===== config.mk =====
export PLATFORM = sky130hd
export DESIGN_NAME = doodle_physics
export DESIGN_NICKNAME = d
export VERILOG_FILES = /design/src/rtl/doodle_physics.sv
export SDC_FILE = /design/constraint.sdc
export NUM_CORES = 1
export LEC_CHECK = 0
export ABC_AREA = 1
export BUFFER_PORTS_ARGS = -buffer_cell sky130_fd_sc_hd__buf_2
export CAP_MARGIN = 20
export CORE_MARGIN = 3
export CORE_UTILIZATION = 45
export DETAILED_ROUTE_END_ITERATION = 12
export GPL_TIMING_DRIVEN = 1
export PLACE_DENSITY = 0.76
export SLEW_MARGIN = 10
export SYNTH_ARGS = -nofsm -noshare
export SYNTH_HDL_FRONTEND = slang
export SYNTH_SLANG_ARGS = --single-unit

===== constraint.sdc =====
create_clock -name Clk -period 2.97 [get_ports Clk]
set_input_delay 0 -clock Clk [delete_from_list [all_inputs] [get_ports Clk]]
set_output_delay 0 -clock Clk [all_outputs]
set_load 0.01 [all_outputs]

===== src/rtl/doodle_physics.sv =====
// Doodle-jump style sprite physics: one update per frame tick, with jump, bounce,
// gravity, horizontal screen wrap and a bottom-exit death state.
module doodle_physics #(
    parameter int unsigned POS_W     = 10,
    parameter int unsigned VEL_W     = 6,
    parameter int unsigned W         = 320,
    parameter int unsigned H         = 240,
    parameter int unsigned SIZE_X    = 10,
    parameter int unsigned SIZE_Y    = 10,
    parameter int unsigned X_MIN     = 80,
    parameter int unsigned X_MAX     = 239,
    parameter int unsigned X_STEP    = 1,
    parameter int unsigned GRAVITY   = 1,
    parameter int unsigned JUMP_V    = 3,
    parameter int unsigned VMAX      = 5,
    parameter int unsigned CD_FRAMES = 10,
    parameter logic [7:0]  KEY_LEFT  = 8'h04,
    parameter logic [7:0]  KEY_RIGHT = 8'h07,
    parameter logic [7:0]  KEY_JUMP  = 8'h1C
) (
    input  logic             Clk,
    input  logic             Reset_n,
    input  logic             frame_clk,
    input  logic [7:0]       keycode,
    input  logic             start,
    input  logic             land_hit,
    output logic [POS_W-1:0] Doodle_X_out,
    output logic [POS_W-1:0] Doodle_Y_out,
    output logic [VEL_W-1:0] Doodle_Vy_out,
    output logic [1:0]       state_out,
    output logic             dead
);

    localparam int unsigned PW1  = POS_W + 1;
    localparam int unsigned VW1  = VEL_W + 1;
    localparam int unsigned CD_W = $clog2(CD_FRAMES + 1);

    localparam logic [POS_W-1:0] X_SPAWN = POS_W'((W - SIZE_X) / 2);
    localparam logic [POS_W-1:0] Y_SPAWN = POS_W'(H * 2 / 3);
    localparam logic [POS_W-1:0] X_LEFT  = POS_W'(X_MIN);
    localparam logic [POS_W-1:0] X_RIGHT = POS_W'(X_MAX - SIZE_X);
    localparam logic [POS_W-1:0] Y_TOP   = POS_W'(1);

    localparam logic signed [PW1-1:0] Y_LIM = PW1'(H - 2 - SIZE_Y);
    localparam logic signed [PW1-1:0] X_HI  = PW1'(X_MAX - SIZE_X);
    localparam logic signed [PW1-1:0] X_LO  = PW1'(X_MIN);
    localparam logic signed [PW1-1:0] Y_LO  = PW1'(1);

    localparam logic signed [VEL_W-1:0] NEG_JUMP = VEL_W'(-int'(JUMP_V));
    localparam logic signed [VEL_W-1:0] VX_LEFT  = VEL_W'(-int'(X_STEP));
    localparam logic signed [VEL_W-1:0] VX_RIGHT = VEL_W'(X_STEP);
    localparam logic signed [VEL_W-1:0] V_TERM   = VEL_W'(VMAX);
    localparam logic signed [VW1-1:0]   G_EXT    = VW1'(GRAVITY);
    localparam logic signed [VW1-1:0]   VMAX_EXT = VW1'(VMAX);
    localparam logic [CD_W-1:0]         CD_LOAD  = CD_W'(CD_FRAMES);

    typedef enum logic [1:0] {
        S_IDLE = 2'd0,
        S_AIR  = 2'd1,
        S_DEAD = 2'd2
    } state_t;

    state_t                  state_q, state_d;
    logic                    fc_q, fc_d;
    logic [POS_W-1:0]        x_q, x_d, y_q, y_d;
    logic signed [VEL_W-1:0] vx_q, vx_d, vy_q, vy_d;
    logic [CD_W-1:0]         cd_q, cd_d;
    logic                    dead_q, dead_d;

    logic                    tick;
    logic                    bounce;
    logic                    jump_load;
    logic signed [PW1-1:0]   x_n, y_n;
    logic signed [VEL_W-1:0] vx_key;
    logic signed [VEL_W-1:0] vy_sel;
    logic signed [VW1-1:0]   vy_sum;
    logic signed [VEL_W-1:0] vy_grav;
    logic [POS_W-1:0]        x_wrap;

    // Per-tick candidate values, evaluated from the pre-tick registers
    always_comb begin
        tick      = ~fc_q & frame_clk;
        bounce    = land_hit & ~vy_q[VEL_W-1] & (vy_q != '0);
        jump_load = ~bounce & (keycode == KEY_JUMP) & (cd_q == '0);

        if (keycode == KEY_LEFT) begin
            vx_key = VX_LEFT;
        end else if (keycode == KEY_RIGHT) begin
            vx_key = VX_RIGHT;
        end else begin
            vx_key = '0;
        end

        vy_sel  = (bounce | jump_load) ? NEG_JUMP : vy_q;
        vy_sum  = $signed({vy_sel[VEL_W-1], vy_sel}) + G_EXT;
        vy_grav = (vy_sum > VMAX_EXT) ? V_TERM : vy_sum[VEL_W-1:0];

        x_n = $signed({1'b0, x_q}) + $signed({{(PW1-VEL_W){vx_q[VEL_W-1]}}, vx_q});
        y_n = $signed({1'b0, y_q}) + $signed({{(PW1-VEL_W){vy_q[VEL_W-1]}}, vy_q});

        if (x_n > X_HI) begin
            x_wrap = X_LEFT;
        end else if (x_n < X_LO) begin
            x_wrap = X_RIGHT;
        end else begin
            x_wrap = x_n[POS_W-1:0];
        end
    end

    // Next-state logic
    always_comb begin
        fc_d    = frame_clk;
        state_d = state_q;
        x_d     = x_q;
        y_d     = y_q;
        vx_d    = vx_q;
        vy_d    = vy_q;
        cd_d    = cd_q;

        if (tick) begin
            case (state_q)
                S_IDLE, S_DEAD: begin
                    if (start) begin
                        state_d = S_AIR;
                        x_d     = X_SPAWN;
                        y_d     = Y_SPAWN;
                        vx_d    = '0;
                        vy_d    = NEG_JUMP;
                        cd_d    = '0;
                    end
                end
                S_AIR: begin
                    if (jump_load) begin
                        cd_d = CD_LOAD;
                    end else if (cd_q != '0) begin
                        cd_d = cd_q - CD_W'(1);
                    end
                    if (y_n > Y_LIM) begin
                        // Fell off the bottom: freeze where we were
                        state_d = S_DEAD;
                        vx_d    = '0;
                        vy_d    = '0;
                    end else begin
                        x_d  = x_wrap;
                        vx_d = vx_key;
                        if (y_n < Y_LO) begin
                            y_d  = Y_TOP;
                            vy_d = '0;
                        end else begin
                            y_d  = y_n[POS_W-1:0];
                            vy_d = vy_grav;
                        end
                    end
                end
                default: begin
                    state_d = S_IDLE;
                end
            endcase
        end

        dead_d = (state_d == S_DEAD);
    end

    always_ff @(posedge Clk) begin
        if (!Reset_n) begin
            fc_q    <= 1'b0;
            state_q <= S_IDLE;
            x_q     <= X_SPAWN;
            y_q     <= Y_SPAWN;
            vx_q    <= '0;
            vy_q    <= '0;
            cd_q    <= '0;
            dead_q  <= 1'b0;
        end else begin
            fc_q    <= fc_d;
            state_q <= state_d;
            x_q     <= x_d;
            y_q     <= y_d;
            vx_q    <= vx_d;
            vy_q    <= vy_d;
            cd_q    <= cd_d;
            dead_q  <= dead_d;
        end
    end

    assign Doodle_X_out  = x_q;
    assign Doodle_Y_out  = y_q;
    assign Doodle_Vy_out = vy_q;
    assign state_out     = state_q;
    assign dead          = dead_q;

endmodule


---- Yosys cells after proc, flatten, opt, wreduce, memory -nomap -nowiden ----
Cells that the tools add are included.
cells by class
  add/sub/neg operators ................... 4
  magnitude comparators ................... 5
  eq/ne operators ......................... 9
  multiplexer cells ....................... 28
  bitwise gates (word level) .............. 9
  reductions and logical operators ........ 9
operators by type and width
  cell                                                                               count
  10-bit two-way mux                                                                 7
  6-bit two-way mux                                                                  8
  10-bit one-hot mux with 2 select lines                                             2
  6-bit one-hot mux with 2 select lines                                              2
  11-bit by 6-bit adder with 11-bit output                                           2
  11-bit by 9-bit greater-than comparator with 1-bit output (second input constant)  2
  8-bit by 3-bit equality test with 1-bit output (second input constant)             2
  4-bit two-way mux                                                                  3
  11-bit by 2-bit < comparator with 1-bit output (second input constant)             1
  11-bit by 8-bit < comparator with 1-bit output (second input constant)             1
  8-bit by 5-bit equality test with 1-bit output (second input constant)             1
  4-bit one-hot mux with 2 select lines                                              1
  4-bit AND reduction                                                                2
  6-bit by 2-bit adder with 7-bit output (second input constant)                     1
  7-bit by 4-bit greater-than comparator with 1-bit output (second input constant)   1
  2-bit two-way mux                                                                  3
  6-bit nonzero test                                                                 1
  1-bit AND                                                                          5
  2-bit equality test (second input constant)                                        2
  4-bit zero test                                                                    1
  2-bit inequality test (second input constant)                                      2
  2-bit one-hot mux with 2 select lines                                              1
  4-bit nonzero test                                                                 1
  4-bit by 1-bit subtractor with 4-bit output (second input constant)                1
  other kinds (9)                                                                    11
word-level totals
  flip-flop bits (word level) ............. 40
  bits of input ports ..................... 13
  output and inout port bits .............. 29
  logic and storage cells ................. 72

---- Logic depth before layout (Yosys ltp) ----
Gate-level depths: netlist of the first run.
  word-level depth ........................ 14
  gate-level depth with buffers ........... 21
  mapped depth without buffers ............ 20

---- Worst setup path before layout of the first run ----
OpenSTA, ideal clock, no wires.
  path type ............................... flip-flop to flip-flop
  start ................................... register vy_q[0], in the netlist Doodle_Vy_out[0]
  end ..................................... register x_q[0], in the netlist Doodle_X_out[0]
  library setup time ...................... 0.115 ns
  data arrival time ....................... 2.308 ns
  required time ........................... 2.855 ns
  slack ................................... 0.547 ns
  stages on the path, launching flop included .. 19
  path buffers ............................ 1
  period minus slack after synthesis ...... 2.423 ns
  path through ............................ dfxtp_1 -> ha_1 -> inv_1 -> fa_1 -> inv_1 -> nand3_1 -> nand2_2 -> nand2_2 -> nand2_2 -> nand2_1 -> nand3_1 -> nand2_2 -> nor2_4 -> nand2_2 -> nand3_2 -> nand2_4 -> buf_4 -> a21oi_1 -> nand2_1
on the way
  cells in the longest elaborated chain, start to end .. 4
RTL lines
  item                                                       line  text
  start: declaration                                         66    logic signed [VEL_W-1:0] vx_q, vx_d, vy_q, vy_d;
  start signal: assignment                                   180   vy_q <= vy_d;
  11-bit by 6-bit adder with 11-bit output                   99    y_n = $signed({1'b0, y_q}) + $signed({{(PW1-VEL_W){vy_q[VEL_W-1]}}, vy_q});
  11-bit by 9-bit greater-than comparator with 1-bit output  138   if (y_n > Y_LIM) begin
  2-bit inequality test (no source line)                     --
  4-bit AND reduction (no source line)                       --
  end signal: assignment                                     168   x_q <= X_SPAWN;
  end signal: assignment                                     177   x_q <= x_d;
  end: declaration                                           65    logic [POS_W-1:0] x_q, x_d, y_q, y_d;
No other way between the ends.
A chain may end at the register's enable or synchronous reset.

---- Worst setup path after layout of the first run ----
  start ................................... register vy_q[0], in the netlist Doodle_Vy_out[0]
  end ..................................... register y_q[4], in the netlist Doodle_Y_out[4]
on the way
  cells in the longest elaborated chain, start to end .. 5
  elaborated cells on any way between the ends .. 8
  classes of those cells .................. 1 x add/sub; 2 x order compare; 1 x eq/ne; 3 x mux; 1 x reduce/logical
RTL lines
  item                                            line  text
  11-bit by 6-bit adder with 11-bit output (*)    99
  11-bit by 2-bit < comparator with 1-bit output  146   if (y_n < Y_LO) begin
  10-bit two-way mux                              146
  10-bit two-way mux                              138
  10-bit one-hot mux with 2 select lines          121   case (state_q)
  end signal: assignment                          178   y_q <= y_d;
  end: declaration                                65
Every way passes the cells marked *; elsewhere a longest branch is shown, timed or not. The select of a mux whose other input is x is not followed.

==> results of run 1 <==
## metal layers
layer	wire length, um	GRT usage, %
met1	3480	25.0
met2	3640	35.3
met3	450	3.87
met4	48	3.71
met5	0	0
## logic make-up (layout without fill, tap and decap cells)
kind of cell | after synthesis | after routing | share of synthesized area, %
simple gates | 310 | 310 | 43.8
buf+inv | 90 | 136 | 11.7
compound gates | 55 | 55 | 9.47
flops | 36 | 36 | 23.3
fa+ha+maj | 25 | 25 | 10.6
xor+xnor | 4 | 4 | 1.13
## worst min-delay path by stage
stage	start	endpoint	slack, ns	cells past startpoint
detailed placement	frame_clk	fc_q	0.20	3
global placement	frame_clk	fc_q	0.19	3
CTS	keycode[3]	vx_q[0]	0.05	4
floorplan	frame_clk	fc_q	0.09	2
finish	keycode[1]	vx_q[4]	0.06	4
global route	keycode[3]	vx_q[4]	0.07	4
## cells in the final DEF, fill, tap and decap left out, drive strengths merged
| cell | count |
|---|---|
| clkbuf | 5 |
| nand3 | 57 |
| nand3b | 3 |
| nor3 | 6 |
| xor2 | 1 |
| o211ai | 1 |
| clkinvlp | 1 |
| o21ai | 22 |
| o311ai | 1 |
| dlygate4sd3 | 1 |
| nor2 | 64 |
| clkinv | 4 |
| xnor2 | 3 |
| inv | 81 |
| and2 | 1 |
| bufinv | 1 |
| fa | 2 |
| nand4 | 11 |
| ha | 23 |
| nand2 | 165 |
| dfxtp | 36 |
| o21a | 1 |
| a21oi | 28 |
| o21bai | 2 |
| buf | 43 |
| nor3b | 1 |
| or2 | 2 |
## flip-flops by register name, indices dropped and copies added (netlist names)
signal / count
Doodle_Vy_out: 6
cd_q: 4
fc_q: 1
vx_q: 2
dead: 1
Doodle_Y_out: 10
state_out: 2
Doodle_X_out: 10
## per-stage QoR
stage | utilization, % | instance area, um^2 | setup WS [ns]
CTS | 53.7 | 3490 | 0.340
floorplan | - | 3090 | 0.547
finish | 53.7 | 3490 | 0.329
global placement | 51.9 | 3370 | 0.482
global route | 53.7 | 3490 | 0.0662
detailed placement | 51.9 | 3370 | 0.368
## worst max-delay path, stage by stage (launching register included)
cell	delay, ns
dfxtp_1	0.42
ha_1	0.20
inv_1	0.06
fa_1	0.40
inv_1	0.07
nand3_1	0.09
nand2_2	0.11
nand2_2	0.06
nand2_2	0.06
nand2_1	0.06
nand3_1	0.09
nand2_2	0.10
nor2_4	0.12
nand2_2	0.08
nand3_2	0.10
nand2_4	0.15
inv_8	0.16
o21ai_0	0.10
nand2_1	0.06
nor2_1	0.04
## where the power goes
part / switching (uW) / internal [uW] / leakage [uW]
Sequential: 27.2 / 506 / 0.000294
Clock: 188 / 248 / 0.0000541
Combinational: 244 / 130 / 0.00156
Total: 460 / 884 / 0.00191
## cell type report
type,instances,area share (%)
clock buffer,5,1.97
clock inverter,3,1.22
sequential,36,20.6
timing repair buffer,44,6.59
multi-input combinational,394,57.6
inverter,84,9.25
tap,77,2.76
==> results_dict.tcl, run 1 <==
set metrics [dict create \
    outcome "finished, final reports clean" \
    first_iter_violations 247 \
    synth_async_sr_flop_share_pct 0 \
    min_path_type "in2reg" \
    ir_worst_vdd_uv 261 \
    worst_slew_pin_slew_ns 0.600 \
    post_cts_resize_count 0 \
    diodes 0 \
    final_cells 643 \
    gp_congestion 0.939 \
    remaining_drc_errors 0 \
    die_y_um 88.9 \
    synth_cells 520 \
    cts_setup_buffers 0 \
    cts_root_buf "clkbuf_8" \
    antenna_left 0 \
    cts_made_buffers 5 \
    drt-total-wl_mm 7.62 \
    fin_skew_ns 0.00695 \
    multi_input_area_um2 2010 \
    critPathLaunch "Doodle_Vy_out[0]" \
    synth_cell_types 37 \
    grt_max_degree 20 \
    grt_use_total_pct 19.8 \
    endpoint "Doodle_Y_out[4]" \
    antenna_found_initial 0 \
    yosys-top-cells-count "159 x nand2_1, 75 x inv_1, 61 x nor2_1" \
    fin_crit_sh_pct 88.9 \
    whs_ns 0.0575 \
    max_freq_mhz 379 \
    power.density_nw_per_um2 385 \
    cp-start-kind "flop" \
    maxSlewViolCount 0 \
    io_buffer_count 41 \
    first_pass_iters 6 \
    synth_top_area_share_pct 23.3 \
    crit_type "reg2reg" \
    dieArea_um2 7900 \
    synth_edf_count 0 \
    ys_seq_elements 36 \
    fillCellCount 638 \
    grt_pass1_vias 2980 \
    clk_pin_slew_ns 0.08 \
    grt_setup_unrepaired "false" \
    leakage_uw 0.00191 \
    die_w_um 88.9 \
    avgSynthCellArea_um2 5.95 \
    critPathMaxFanout 19 \
    synth_ff_type "dfxtp_1" \
    power.total_uw 1340 \
    clock_path_buffers 2 \
    ctsHoldBuffers 1 \
    yosys.area.top_type "dfxtp_1" \
    fp-row-count 29 \
    cp.arrival_ns 2.83 \
    dp.cells 634 \
    grt_overflow 0 \
    syn_nets 558 \
    worst-endpoint-required_ns 3.15 \
    period_minus_slack_ns 2.64 \
    worstSkewPairLatency_ns 0.29 \
    tns_ns 0 \
    worstReg2RegStart "Doodle_Vy_out[0]" \
    drv_cap 0 \
    regArea_um2 721 \
    reg2reg_to "Doodle_Y_out[4]" \
    maxSlewHeadroom_pct 59.8 \
    rrSetupSlack_ns 0.33 \
    vias_per_cell 5.22 \
    dp.final_hpwl_mm 6.07 \
    endpoint_kind "flop" \
    num_io_pins 42 \
    vias 3355 \
    yosysSeqAreaShare_pct 23.3 \
    cts_tree "built" \
    cts.sinks 36 \
    final_nets 603 \
    hold_viol 0 \
    core_region_area_um2 6490 \
    netlist_area_um2 3090 \
    drive_gt1_share_pct 12.9 \
    r2r_cells 19 \
    grt_pass1_wl_mm 12.7 \
    htreeDepth 2 \
    initial_core_util_pct 47.6 \
    detail_route.wl_per_cell_um 11.9 \
    synth_warnings 0 \
    setup_violations 0 \
    area_delta_synth_final_pct 12.9 \
    synth_most_common_cell "nand2_1" \
    synthTopCellsByArea "dfxtp_1 23%, nand2_1 19%, ha_1 9.3%, inv_1 9.1%, nand3_1 8.7%" \
]
Note: power is estimated with default switching activity, not from simulation.
==> inputs of run 2 (changes only) <==
--- a/config.mk
+++ b/config.mk
@@ -13,6 +13,7 @@
 export DETAILED_ROUTE_END_ITERATION = 12
 export GPL_TIMING_DRIVEN = 1
 export PLACE_DENSITY = 0.76
+export REMOVE_ABC_BUFFERS = 1
 export SLEW_MARGIN = 10
 export SYNTH_ARGS = -nofsm -noshare
 export SYNTH_HDL_FRONTEND = slang
==> results_dict.tcl, run 2 (synthesis results as in run 1) <==
set metrics [dict create \
    outcome "finished, final reports clean" \
    drv_cap 0 \
    cp-start-kind "flop" \
    cts.sinks 36 \
    drt-total-wl_mm 7.57 \
    detail_route.wl_per_cell_um 11.8 \
    maxSlewViolCount 0 \
    cts_root_buf "clkbuf_8" \
    critPathMaxFanout 19 \
    final_cells 642 \
    cts_made_buffers 5 \
    initial_core_util_pct 47.6 \
    fin_crit_sh_pct 90.0 \
    whs_ns 0.0775 \
    fin_skew_ns 0.00275 \
    period_minus_slack_ns 2.67 \
    setup_violations 0 \
    vias 3286 \
    min_path_type "in2reg" \
    cts_tree "built" \
    maxSlewHeadroom_pct 62.8 \
    fillCellCount 678 \
    leakage_uw 0.00190 \
    worst_slew_pin_slew_ns 0.556 \
    power.density_nw_per_um2 360 \
    max_freq_mhz 374 \
    fin_util_pct 53.3 \
    mostFrequentLayoutCells "159 x nand2_1, 75 x inv_1, 61 x nor2_1" \
    final_nets 602 \
    dieArea_um2 7900 \
    antenna_found_initial 0 \
    hold_viol 0 \
    grt_use_total_pct 20.1 \
    drive_gt1_share_pct 12.9 \
    htreeDepth 2 \
    ir_worst_vdd_uv 187 \
    final_common_cell "nand2_1" \
    dp.final_hpwl_mm 6.11 \
    die_y_um 88.9 \
    core_region_area_um2 6490 \
    grt_max_degree 20 \
    fp-row-count 29 \
    antenna_left 0 \
    num_io_pins 42 \
    tns_ns 0 \
    cp.arrival_ns 2.87 \
    io_buffer_count 41 \
    endpoint_kind "flop" \
    remaining_drc_errors 0 \
    diodes 0 \
    grt_setup_unrepaired "false" \
    clock_path_buffers 2 \
    die_w_um 88.9 \
    grt_overflow 0 \
    area_delta_synth_final_pct 11.9 \
    first_pass_iters 5 \
    grt_pass1_wl_mm 13.0 \
    clk_pin_slew_ns 0.07 \
    worst-endpoint-required_ns 3.17 \
    worstSkewPairLatency_ns 0.28 \
    vias_per_cell 5.12 \
    crit_type "reg2reg" \
    gp_congestion 0.931 \
    dp.cells 633 \
    grt_pass1_vias 3101 \
    first_iter_violations 174 \
]
run 2: layer usage:
metal | GRT usage (%) | up-vias | share of wire (%)
li1 | - | 1746 | -
met1 | 25.2 | 1463 | 47
met2 | 36.2 | 67 | 48
met3 | 2.86 | 10 | 4.4
met4 | 4.81 | 0 | 1.4
met5 | 0 | - | 0
run 2: report_power, final:
group          internal (uW)  switching [uW]
registers                506            27.1
clock network            163             178
logic                    130             242
total                    799             446
run 2: final timing paths:
check,startpoint,end,slack (ns),cells after the start
max,Doodle_Vy_out[0],Doodle_Y_out[2],0.30,18
min,Reset_n,Doodle_Y_out[7],0.08,2
max reg2reg,Doodle_Vy_out[0],Doodle_Y_out[2],0.30,18
min reg2reg,Doodle_X_out[9],Doodle_X_out[9],0.47,2
run 2: area by class of cell:
cell class / instances / area (um^2) / share of cell area (%)
clock buffer: 5 / 68.8 / 1.99
clock inverter: 3 / 18.8 / 0.542
inverter: 84 / 323 / 9.33
multi-input combinational: 394 / 2010 / 58.1
sequential: 36 / 722 / 20.9
tap: 77 / 96.3 / 2.78
timing repair buffer: 43 / 223 / 6.44
run 2: timing repair:
| item | in CTS | in global routing |
|---|---|---|
| buffers inserted | 0 | 0 |
| resized for setup | 0 | 1 |
| endpoints found under the setup margin | 0 | 5 |
| hold buffers | 1 | 0 |
| hold endpoints to repair | 1 | 0 |
run 2: per-stage QoR:
stage / cell area [um^2] / total power, uW / setup WS [ns]
CTS: 3460 / 1250 / 0.183
finish: 3460 / 1250 / 0.296
detailed placement: 3360 / 912 / 0.202
floorplan: 3050 / 812 / 0.569
global placement: 3360 / 904 / 0.254
global route: 3460 / 1330 / 0.0375
run 2: critical path, stage by stage, from the launching register on:
cell,delay [ns]
dfxtp_2,0.40
ha_1,0.19
inv_1,0.05
fa_1,0.40
inv_1,0.07
nand3_1,0.09
nand2_2,0.12
nand2_2,0.06
nand2_2,0.06
nand2_1,0.06
nand3_1,0.09
nand2_2,0.11
nor2_4,0.13
nand2_2,0.08
nand3_2,0.10
nand2_4,0.16
inv_8,0.17
nand3_1,0.10
a21oi_1,0.15
